File: src/rtl/ttio_icb_bridge_pkg.sv
// Shared definitions for the TTIO-to-LSU ICB bridge: field widths, size
// encodings and queue entry layouts.
package ttio_icb_bridge_pkg;

    localparam int ICB_SIZE_W = 2;

    typedef enum logic [ICB_SIZE_W-1:0] {
        ICB_SIZE_BYTE = 2'b00,
        ICB_SIZE_HALF = 2'b01,
        ICB_SIZE_WORD = 2'b10
    } icb_size_e;

    // Tag-queue entry is {kill, itag}: kill flag sits in the MSB.
    function automatic int tag_entry_w(input int itag_w);
        return itag_w + 1;
    endfunction

    // Command payload is {addr, read, wdata, wmask, size, usign, itag}.
    function automatic int cmd_payload_w(input int xlen, input int itag_w);
        return 2 * xlen + xlen / 8 + ICB_SIZE_W + 2 + itag_w;
    endfunction

endpackage

File: src/rtl/ttio_icb_bridge_if.sv
// ICB signal bundle between TTIO, the bridge and LSU-ctrl; the bridge uses
// the slave view, the surrounding environment the master view.
interface ttio_icb_bridge_if
    import ttio_icb_bridge_pkg::*;
#(
    parameter int XLEN   = 32,
    parameter int ITAG_W = 1
) ();

    logic                  i_cmd_valid;
    logic                  i_cmd_ready;
    logic [XLEN-1:0]       i_cmd_addr;
    logic                  i_cmd_read;
    logic [XLEN-1:0]       i_cmd_wdata;
    logic [XLEN/8-1:0]     i_cmd_wmask;
    logic [ICB_SIZE_W-1:0] i_cmd_size;
    logic                  i_cmd_usign;
    logic [ITAG_W-1:0]     i_cmd_itag;
    logic                  i_rsp_valid;
    logic                  i_rsp_ready;
    logic                  i_rsp_err;
    logic [XLEN-1:0]       i_rsp_rdata;
    logic [ITAG_W-1:0]     i_rsp_itag;

    logic                  o_cmd_valid;
    logic                  o_cmd_ready;
    logic [XLEN-1:0]       o_cmd_addr;
    logic                  o_cmd_read;
    logic [XLEN-1:0]       o_cmd_wdata;
    logic [XLEN/8-1:0]     o_cmd_wmask;
    logic [ICB_SIZE_W-1:0] o_cmd_size;
    logic                  o_cmd_usign;
    logic                  o_rsp_valid;
    logic                  o_rsp_ready;
    logic                  o_rsp_err;
    logic [XLEN-1:0]       o_rsp_rdata;

    modport slave (
        input  i_cmd_valid, i_cmd_addr, i_cmd_read, i_cmd_wdata, i_cmd_wmask,
               i_cmd_size, i_cmd_usign, i_cmd_itag, i_rsp_ready,
        output i_cmd_ready, i_rsp_valid, i_rsp_err, i_rsp_rdata, i_rsp_itag,
        output o_cmd_valid, o_cmd_addr, o_cmd_read, o_cmd_wdata, o_cmd_wmask,
               o_cmd_size, o_cmd_usign, o_rsp_ready,
        input  o_cmd_ready, o_rsp_valid, o_rsp_err, o_rsp_rdata
    );

    modport master (
        output i_cmd_valid, i_cmd_addr, i_cmd_read, i_cmd_wdata, i_cmd_wmask,
               i_cmd_size, i_cmd_usign, i_cmd_itag, i_rsp_ready,
        input  i_cmd_ready, i_rsp_valid, i_rsp_err, i_rsp_rdata, i_rsp_itag,
        input  o_cmd_valid, o_cmd_addr, o_cmd_read, o_cmd_wdata, o_cmd_wmask,
               o_cmd_size, o_cmd_usign, o_rsp_ready,
        output o_cmd_ready, o_rsp_valid, o_rsp_err, o_rsp_rdata
    );

endinterface

File: src/rtl/ttio_bridge_fifo.sv
// Generic FIFO with wrap-bit pointers; kill_all sets the MSB of every
// stored entry (used to mark flushed tags).
module ttio_bridge_fifo
    import ttio_icb_bridge_pkg::*;
#(
    parameter int WIDTH = 8,
    parameter int DEPTH = 2
) (
    input  logic             clk,
    input  logic             rst,
    input  logic             push,
    input  logic [WIDTH-1:0] push_data,
    input  logic             pop,
    input  logic             clear,
    input  logic             kill_all,
    output logic [WIDTH-1:0] head,
    output logic             full,
    output logic             empty
);

    localparam int AW = $clog2(DEPTH);
    localparam int IW = (AW > 0) ? AW : 1;
    localparam logic [AW:0] PTR_ONE = (AW + 1)'(1);

    logic [AW:0]      wr_ptr;
    logic [AW:0]      rd_ptr;
    logic [IW-1:0]    wr_idx;
    logic [IW-1:0]    rd_idx;
    logic [WIDTH-1:0] mem [DEPTH];

    generate
        if (AW > 0) begin : g_idx
            assign wr_idx = wr_ptr[AW-1:0];
            assign rd_idx = rd_ptr[AW-1:0];
        end else begin : g_single
            assign wr_idx = '0;
            assign rd_idx = '0;
        end
    endgenerate

    assign empty = (wr_ptr == rd_ptr);
    assign full  = (wr_ptr[AW] != rd_ptr[AW]) && (wr_idx == rd_idx);
    assign head  = mem[rd_idx];

    always_ff @(posedge clk or posedge rst) begin
        if (rst) begin
            wr_ptr <= '0;
            rd_ptr <= '0;
        end else if (clear) begin
            wr_ptr <= '0;
            rd_ptr <= '0;
        end else begin
            if (push) wr_ptr <= wr_ptr + PTR_ONE;
            if (pop)  rd_ptr <= rd_ptr + PTR_ONE;
        end
    end

    // Callers never push in the same cycle as kill_all, so order is moot.
    always_ff @(posedge clk or posedge rst) begin
        if (rst) begin
            for (int i = 0; i < DEPTH; i++) mem[i] <= '0;
        end else begin
            if (kill_all) begin
                for (int i = 0; i < DEPTH; i++) mem[i][WIDTH-1] <= 1'b1;
            end
            if (push) mem[wr_idx] <= push_data;
        end
    end

endmodule

File: src/rtl/ttio_icb_bridge.sv
// Bridge between the TTIO ICB master and LSU-ctrl: queues commands, tracks
// outstanding tags in order, drops flushed responses and flags lost ones.
module ttio_icb_bridge
    import ttio_icb_bridge_pkg::*;
#(
    parameter int XLEN      = 32,
    parameter int ITAG_W    = 1,
    parameter int CMD_DEPTH = 2,
    parameter int MAX_OUTS  = 2,
    parameter int TIMEOUT   = 1024
) (
    input  logic                 clk,
    input  logic                 rst,
    ttio_icb_bridge_if.slave     bus,
    input  logic                 flush_pulse,
    output logic                 busy,
    output logic                 timeout_err
);

    localparam int CMD_W = cmd_payload_w(XLEN, ITAG_W);
    localparam int TAG_W = tag_entry_w(ITAG_W);
    localparam int CNT_W = (TIMEOUT > 2) ? $clog2(TIMEOUT) : 1;
    localparam logic [CNT_W-1:0] CNT_MAX = CNT_W'(TIMEOUT - 1);
    localparam logic [CNT_W-1:0] CNT_ONE = CNT_W'(1);

    logic [CMD_W-1:0]  cmd_in;
    logic [CMD_W-1:0]  cmd_head;
    logic [ITAG_W-1:0] head_itag;
    logic [TAG_W-1:0]  tag_head;
    logic              cmd_full, cmd_empty, tag_full, tag_empty;
    logic              push_cmd, issue, retire, head_kill;
    logic [CNT_W-1:0]  wait_cnt;

    assign cmd_in = {bus.i_cmd_addr, bus.i_cmd_read, bus.i_cmd_wdata, bus.i_cmd_wmask,
                     bus.i_cmd_size, bus.i_cmd_usign, bus.i_cmd_itag};
    assign {bus.o_cmd_addr, bus.o_cmd_read, bus.o_cmd_wdata, bus.o_cmd_wmask,
            bus.o_cmd_size, bus.o_cmd_usign, head_itag} = cmd_head;

    // Ready/valid look only at registered occupancy so a full queue never
    // accepts on the strength of a same-cycle pop.
    assign bus.i_cmd_ready = ~cmd_full & ~flush_pulse;
    assign push_cmd        = bus.i_cmd_valid & bus.i_cmd_ready;
    assign bus.o_cmd_valid = ~cmd_empty & ~tag_full & ~flush_pulse;
    assign issue           = bus.o_cmd_valid & bus.o_cmd_ready;

    assign head_kill       = tag_head[TAG_W-1];
    assign bus.o_rsp_ready = ~tag_empty & (head_kill | bus.i_rsp_ready);
    assign bus.i_rsp_valid = ~tag_empty & ~head_kill & bus.o_rsp_valid;
    assign bus.i_rsp_err   = bus.o_rsp_err;
    assign bus.i_rsp_rdata = bus.o_rsp_rdata;
    assign bus.i_rsp_itag  = tag_head[ITAG_W-1:0];
    assign retire          = bus.o_rsp_valid & bus.o_rsp_ready;

    assign busy = ~cmd_empty | ~tag_empty;

    ttio_bridge_fifo #(.WIDTH(CMD_W), .DEPTH(CMD_DEPTH)) u_cmd_q (
        .clk       (clk),
        .rst       (rst),
        .push      (push_cmd),
        .push_data (cmd_in),
        .pop       (issue),
        .clear     (flush_pulse),
        .kill_all  (1'b0),
        .head      (cmd_head),
        .full      (cmd_full),
        .empty     (cmd_empty)
    );

    ttio_bridge_fifo #(.WIDTH(TAG_W), .DEPTH(MAX_OUTS)) u_tag_q (
        .clk       (clk),
        .rst       (rst),
        .push      (issue),
        .push_data ({1'b0, head_itag}),
        .pop       (retire),
        .clear     (1'b0),
        .kill_all  (flush_pulse),
        .head      (tag_head),
        .full      (tag_full),
        .empty     (tag_empty)
    );

    // Age of the oldest outstanding command; saturates rather than wrapping.
    always_ff @(posedge clk or posedge rst) begin
        if (rst) begin
            wait_cnt    <= '0;
            timeout_err <= 1'b0;
        end else begin
            if (tag_empty || retire) begin
                wait_cnt <= '0;
            end else if (wait_cnt != CNT_MAX) begin
                wait_cnt <= wait_cnt + CNT_ONE;
            end
            if (flush_pulse) begin
                timeout_err <= 1'b0;
            end else if (!tag_empty && !retire && wait_cnt == CNT_MAX) begin
                timeout_err <= 1'b1;
            end
        end
    end

endmodule

File: src/flat_wrapper.sv
// flat-port wrapper written by rule: the top's interface ports become plain ports
module ttio_icb_bridge_flat import ttio_icb_bridge_pkg::*;
#(
    parameter int XLEN      = 32,
    parameter int ITAG_W    = 1,
    parameter int CMD_DEPTH = 2,
    parameter int MAX_OUTS  = 2,
    parameter int TIMEOUT   = 1024
)
  (clk, rst, flush_pulse, busy, timeout_err, bus_i_cmd_valid, bus_i_cmd_addr, bus_i_cmd_read, bus_i_cmd_wdata, bus_i_cmd_wmask, bus_i_cmd_size, bus_i_cmd_usign, bus_i_cmd_itag, bus_i_rsp_ready, bus_i_cmd_ready, bus_i_rsp_valid, bus_i_rsp_err, bus_i_rsp_rdata, bus_i_rsp_itag, bus_o_cmd_valid, bus_o_cmd_addr, bus_o_cmd_read, bus_o_cmd_wdata, bus_o_cmd_wmask, bus_o_cmd_size, bus_o_cmd_usign, bus_o_rsp_ready, bus_o_cmd_ready, bus_o_rsp_valid, bus_o_rsp_err, bus_o_rsp_rdata);
  ttio_icb_bridge_if #(.XLEN(XLEN), .ITAG_W(ITAG_W)) bus_i ();
  input  logic clk;
  input  logic rst;
  input  logic flush_pulse;
  output logic busy;
  output logic timeout_err;
  input wire logic [$bits(bus_i.i_cmd_valid)-1:0] bus_i_cmd_valid;
  input wire logic [$bits(bus_i.i_cmd_addr)-1:0] bus_i_cmd_addr;
  input wire logic [$bits(bus_i.i_cmd_read)-1:0] bus_i_cmd_read;
  input wire logic [$bits(bus_i.i_cmd_wdata)-1:0] bus_i_cmd_wdata;
  input wire logic [$bits(bus_i.i_cmd_wmask)-1:0] bus_i_cmd_wmask;
  input wire logic [$bits(bus_i.i_cmd_size)-1:0] bus_i_cmd_size;
  input wire logic [$bits(bus_i.i_cmd_usign)-1:0] bus_i_cmd_usign;
  input wire logic [$bits(bus_i.i_cmd_itag)-1:0] bus_i_cmd_itag;
  input wire logic [$bits(bus_i.i_rsp_ready)-1:0] bus_i_rsp_ready;
  output wire logic [$bits(bus_i.i_cmd_ready)-1:0] bus_i_cmd_ready;
  output wire logic [$bits(bus_i.i_rsp_valid)-1:0] bus_i_rsp_valid;
  output wire logic [$bits(bus_i.i_rsp_err)-1:0] bus_i_rsp_err;
  output wire logic [$bits(bus_i.i_rsp_rdata)-1:0] bus_i_rsp_rdata;
  output wire logic [$bits(bus_i.i_rsp_itag)-1:0] bus_i_rsp_itag;
  output wire logic [$bits(bus_i.o_cmd_valid)-1:0] bus_o_cmd_valid;
  output wire logic [$bits(bus_i.o_cmd_addr)-1:0] bus_o_cmd_addr;
  output wire logic [$bits(bus_i.o_cmd_read)-1:0] bus_o_cmd_read;
  output wire logic [$bits(bus_i.o_cmd_wdata)-1:0] bus_o_cmd_wdata;
  output wire logic [$bits(bus_i.o_cmd_wmask)-1:0] bus_o_cmd_wmask;
  output wire logic [$bits(bus_i.o_cmd_size)-1:0] bus_o_cmd_size;
  output wire logic [$bits(bus_i.o_cmd_usign)-1:0] bus_o_cmd_usign;
  output wire logic [$bits(bus_i.o_rsp_ready)-1:0] bus_o_rsp_ready;
  input wire logic [$bits(bus_i.o_cmd_ready)-1:0] bus_o_cmd_ready;
  input wire logic [$bits(bus_i.o_rsp_valid)-1:0] bus_o_rsp_valid;
  input wire logic [$bits(bus_i.o_rsp_err)-1:0] bus_o_rsp_err;
  input wire logic [$bits(bus_i.o_rsp_rdata)-1:0] bus_o_rsp_rdata;
  assign bus_i.i_cmd_valid = bus_i_cmd_valid;
  assign bus_i.i_cmd_addr = bus_i_cmd_addr;
  assign bus_i.i_cmd_read = bus_i_cmd_read;
  assign bus_i.i_cmd_wdata = bus_i_cmd_wdata;
  assign bus_i.i_cmd_wmask = bus_i_cmd_wmask;
  assign bus_i.i_cmd_size = bus_i_cmd_size;
  assign bus_i.i_cmd_usign = bus_i_cmd_usign;
  assign bus_i.i_cmd_itag = bus_i_cmd_itag;
  assign bus_i.i_rsp_ready = bus_i_rsp_ready;
  assign bus_i_cmd_ready = bus_i.i_cmd_ready;
  assign bus_i_rsp_valid = bus_i.i_rsp_valid;
  assign bus_i_rsp_err = bus_i.i_rsp_err;
  assign bus_i_rsp_rdata = bus_i.i_rsp_rdata;
  assign bus_i_rsp_itag = bus_i.i_rsp_itag;
  assign bus_o_cmd_valid = bus_i.o_cmd_valid;
  assign bus_o_cmd_addr = bus_i.o_cmd_addr;
  assign bus_o_cmd_read = bus_i.o_cmd_read;
  assign bus_o_cmd_wdata = bus_i.o_cmd_wdata;
  assign bus_o_cmd_wmask = bus_i.o_cmd_wmask;
  assign bus_o_cmd_size = bus_i.o_cmd_size;
  assign bus_o_cmd_usign = bus_i.o_cmd_usign;
  assign bus_o_rsp_ready = bus_i.o_rsp_ready;
  assign bus_i.o_cmd_ready = bus_o_cmd_ready;
  assign bus_i.o_rsp_valid = bus_o_rsp_valid;
  assign bus_i.o_rsp_err = bus_o_rsp_err;
  assign bus_i.o_rsp_rdata = bus_o_rsp_rdata;
  ttio_icb_bridge #(.XLEN(XLEN), .ITAG_W(ITAG_W), .CMD_DEPTH(CMD_DEPTH), .MAX_OUTS(MAX_OUTS), .TIMEOUT(TIMEOUT)) u_core (.clk(clk), .rst(rst), .bus(bus_i), .flush_pulse(flush_pulse), .busy(busy), .timeout_err(timeout_err));
endmodule
File: config.mk
export PLATFORM = sky130hd
export DESIGN_NAME = ttio_icb_bridge_flat
export DESIGN_NICKNAME = d
export VERILOG_FILES = /design/src/rtl/ttio_icb_bridge_pkg.sv /design/src/rtl/ttio_icb_bridge_if.sv /design/src/rtl/ttio_bridge_fifo.sv /design/src/rtl/ttio_icb_bridge.sv /design/src/flat_wrapper.sv
export SDC_FILE = /design/constraint.sdc
export NUM_CORES = 1
export LEC_CHECK = 0
export BUFFER_PORTS_ARGS = -buffer_cell sky130_fd_sc_hd__buf_2
export CAP_MARGIN = 15
export CORE_ASPECT_RATIO = 1.25
export CORE_MARGIN = 1
export CORE_UTILIZATION = 44
export DETAILED_ROUTE_END_ITERATION = 12
export PLACE_DENSITY = 0.68
export SLEW_MARGIN = 20
export SYNTH_ARGS = -nofsm -noshare
export SYNTH_HDL_FRONTEND = slang
export SYNTH_SLANG_ARGS = --single-unit
File: constraint.sdc
create_clock -name clk -period 11.4 [get_ports clk]
set_input_delay 1.71 -clock clk [delete_from_list [all_inputs] [get_ports clk]]
set_output_delay 1.71 -clock clk [all_outputs]
set_load 0.02 [all_outputs]
==> impl_metrics.json <==
{
  "syn_inst": 614,
  "dieHeight_um": 161,
  "grt_first_pass_wirelength_um": 27100,
  "holdPathEnd": "u_core.u_cmd_q.mem[134]$_DFFE_PP0P_",
  "slew-limit-headroom_pct": 36.3,
  "clkLatencyLatePin_ns": 0.43,
  "ant_nets": 0,
  "area_growth_pct": 8.73,
  "rows": 57,
  "synth_seq_area_share_pct": 47.8,
  "ff_latch_area_um2": 4230,
  "rr_startpoint": "u_core.u_cmd_q.rd_ptr[0]$_DFFE_PP0P_",
  "cts_tree": "yes",
  "fin_crit_ns": 4.16,
  "hold_buffers": 0,
  "setup_tns_ns": 0,
  "dieArea_um2": 20700,
  "fin_crit_sh_pct": 36.5,
  "yosys.area.top_type_share_pct": 47.8,
  "reg2regPathDepth": 6,
  "start_kind": "primary input",
  "hold_start": "u_core.u_cmd_q.mem[134]$_DFFE_PP0P_",
  "whs_ns": 0.499,
  "wl_per_cell_um": 17.5,
  "finalHoldViolations": 0,
  "drc": 0,
  "drv_cap": 0,
  "hold_depth": 1,
  "fin_skew_ns": 0.0128,
  "setup-violations-final": 0,
  "coreArea_um2": 19500,
  "drive_above_1_share_pct": 62.5,
  "powerDensity_nw_per_um2": 270,
  "wl_met1_um": 6960,
  "cp.required_ns": 9.69,
  "multiInputGateArea_um2": 3550,
  "cp_max_fo": 11,
  "place.gp.congestion": 0.740,
  "gr-usage-all-layers_pct": 16.9,
  "clock_sink_count": 169,
  "fmax_ghz": 0.240,
  "met2_length_um": 8490,
  "worstHoldPathType": "flip-flop to flip-flop",
  "synth_edf_count": 0,
  "dieWidth_um": 129,
  "irDropWorstVdd_uv": 106,
  "p_leak_nw": 4.53,
  "dr.pass1.iters": 4,
  "grt_overflow": 0,
  "nets": 779,
  "path_class": "primary input to primary output",
  "grt_pass1_vias": 5211,
  "ys_ff_latch": 169,
  "clockBufferDepth": 2,
  "grt_max_degree": 110,
  "yosysWarnings": 0,
  "cts_resized": 0,
  "timing.rr.end": "u_core.u_cmd_q.mem[70]$_DFFE_PP0P_",
  "maxSlewViolCount": 0,
  "worst_ep_arrival_time_ns": 2.45,
  "hpwl_um": 10800,
  "vias": 4669,
  "synth_area_um2": 8850,
  "start_util_pct": 45.3,
  "synthArstFlopShare_pct": 100,
  "synth_largest_area_cell": "dfrtp_1",
  "cts_setup_buffers": 0,
  "grt_setup_unrepaired": "no",
  "routed.top_layer": "met4",
  "r2r_setup_slack_ns": 7.80,
  "routed_wl_um": 16500,
  "h-tree-depth": 4,
  "antenna_found_initial": 1,
  "port_buffers": 158,
  "drtIter0Drc": 162,
  "syn_area_per_cell_um2": 14.4,
  "worstMarginPinSlew_ns": 0.955,
  "synth_fp_nets": 728,
  "clkSlewWorstSetupHoldPaths_ns": 0.06,
  "yosys-top-cells-area": "dfrtp_1 48%, mux2_4 22%, mux2_2 12%",
  "cp-end-kind": "primary output",
  "root_buffer": "clkbuf_16",
  "avgViaCountPerCell": 4.95,
  "ys.flop_type": "dfrtp_1",
  "wl_met3_um": 815,
  "synth.distinct_cells": 38,
  "io_pins": 225,
  "nFillCells": 1752,
  "cts_buffers": 17,
  "status": "complete, no violations"
}
## cell usage after synthesis (3+ instances only)
master   count
a21oi_1      6
nor3_1       5
nor2_1      15
mux2_4     129
or3_1        3
buf_12       8
mux2i_1      3
nand2_1     11
buf_1        3
buf_2        6
nand3_1      6
xnor2_1      9
dfrtp_1    169
buf_6        7
buf_4      103
mux2_2      94
xor2_1       4
o21ai_0      5
inv_1        4
## power by group
part           switching, mW  internal, mW
clock                  0.254         0.379
combinational          0.447         0.541
sequential             0.152         0.822
## flip-flops by register name, summed over array words and instances (netlist names)
register and cells:
u_core.u_tag_q.rd_ptr 2, u_core.timeout_err 1, u_core.u_tag_q.mem 4, u_core.u_cmd_q.rd_ptr 2
u_core.u_cmd_q.mem 146, u_core.u_cmd_q.wr_ptr 2, u_core.u_tag_q.wr_ptr 2, u_core.wait_cnt 10
## cell usage in the layout, fill, tap and decap left out, types with 2 or more instances in the layout
master	count
clkinvlp_4	2
inv_1	3
mux2i_1	3
xnor2_1	9
o21a_1	2
inv_6	4
clkbuf_16	17
nor2_1	15
buf_2	158
mux2_4	129
nand4_1	2
inv_8	3
mux2_2	94
o2111ai_1	2
or3_1	3
xor2_1	4
and3_1	2
nand3_1	6
nor3_1	5
a21oi_1	6
dfrtp_1	168
o21ai_0	5
bufinv_16	4
buf_4	3
nand2_1	11
## cells by family (layout without fill, tap and decap cells)
| kind of cell | after synthesis | count (layout) | synth area share (%) |
|---|---|---|---|
| compound gates | 21 | 21 | 1.60 |
| flops | 169 | 169 | 47.8 |
| other cells | 0 | 1 | 0 |
| mux | 226 | 226 | 34.2 |
| simple gates | 49 | 49 | 2.63 |
| buf+inv | 134 | 198 | 12.2 |
| fa+ha+maj | 1 | 1 | 0.141 |
| xor+xnor | 14 | 14 | 1.47 |
## area by class of cell
cell class              count  share of cell area (%)
diodes                      1                  0.0260
clock buffers              18                    4.56
clock inverters            14                    2.17
inverters                   4                   0.208
multi-input cells         311                    36.9
flip-flops and latches    169                    44.0
well taps                 265                    3.44
repair buffers            162                    8.74
## how the worst max path moves through the flow
stage | from | end | slack, ns
after floorplan | rst | u_core.timeout_err$_DFFE_PP0P_ | 5.11
after global placement | flush_pulse | u_core.u_cmd_q.mem[70]$_DFFE_PP0P_ | 7.20
after detailed placement | flush_pulse | u_core.u_cmd_q.mem[70]$_DFFE_PP0P_ | 7.16
after CTS | u_core.u_cmd_q.rd_ptr[0]$_DFFE_PP0P_ | bus_o_cmd_valid | 7.08
after global routing | flush_pulse | bus_o_cmd_valid | 7.22
final | flush_pulse | bus_o_cmd_valid | 7.24
## worst max-delay path: stages
cell and delay (ns):
buf_2 0.16, a221oi_1 0.34, buf_2 0.24
## layer usage
| layer | up-vias | GRT usage (%) |
|---|---|---|
| li1 | 2131 | - |
| met1 | 2394 | 19.9 |
| met2 | 125 | 29.2 |
| met3 | 19 | 4.70 |
| met4 | 0 | 5.88 |
| met5 | - | 0 |
## metrics by stage
step                total power [mW]  worst slack (ns)  std cells  utilization (%)  cell area [um2]
CTS                             2.62              7.08        942             49.1             9600
global placement                1.93              7.20        910             45.8             8950
finish                          2.60              7.24        944             49.3             9630
floorplan                       1.90              5.11        614                -             8850
detailed placement              1.97              7.16        910             45.8             8950
global route                    2.74              7.22        943             49.2             9620
Note: power is estimated with default switching activity, not from simulation.
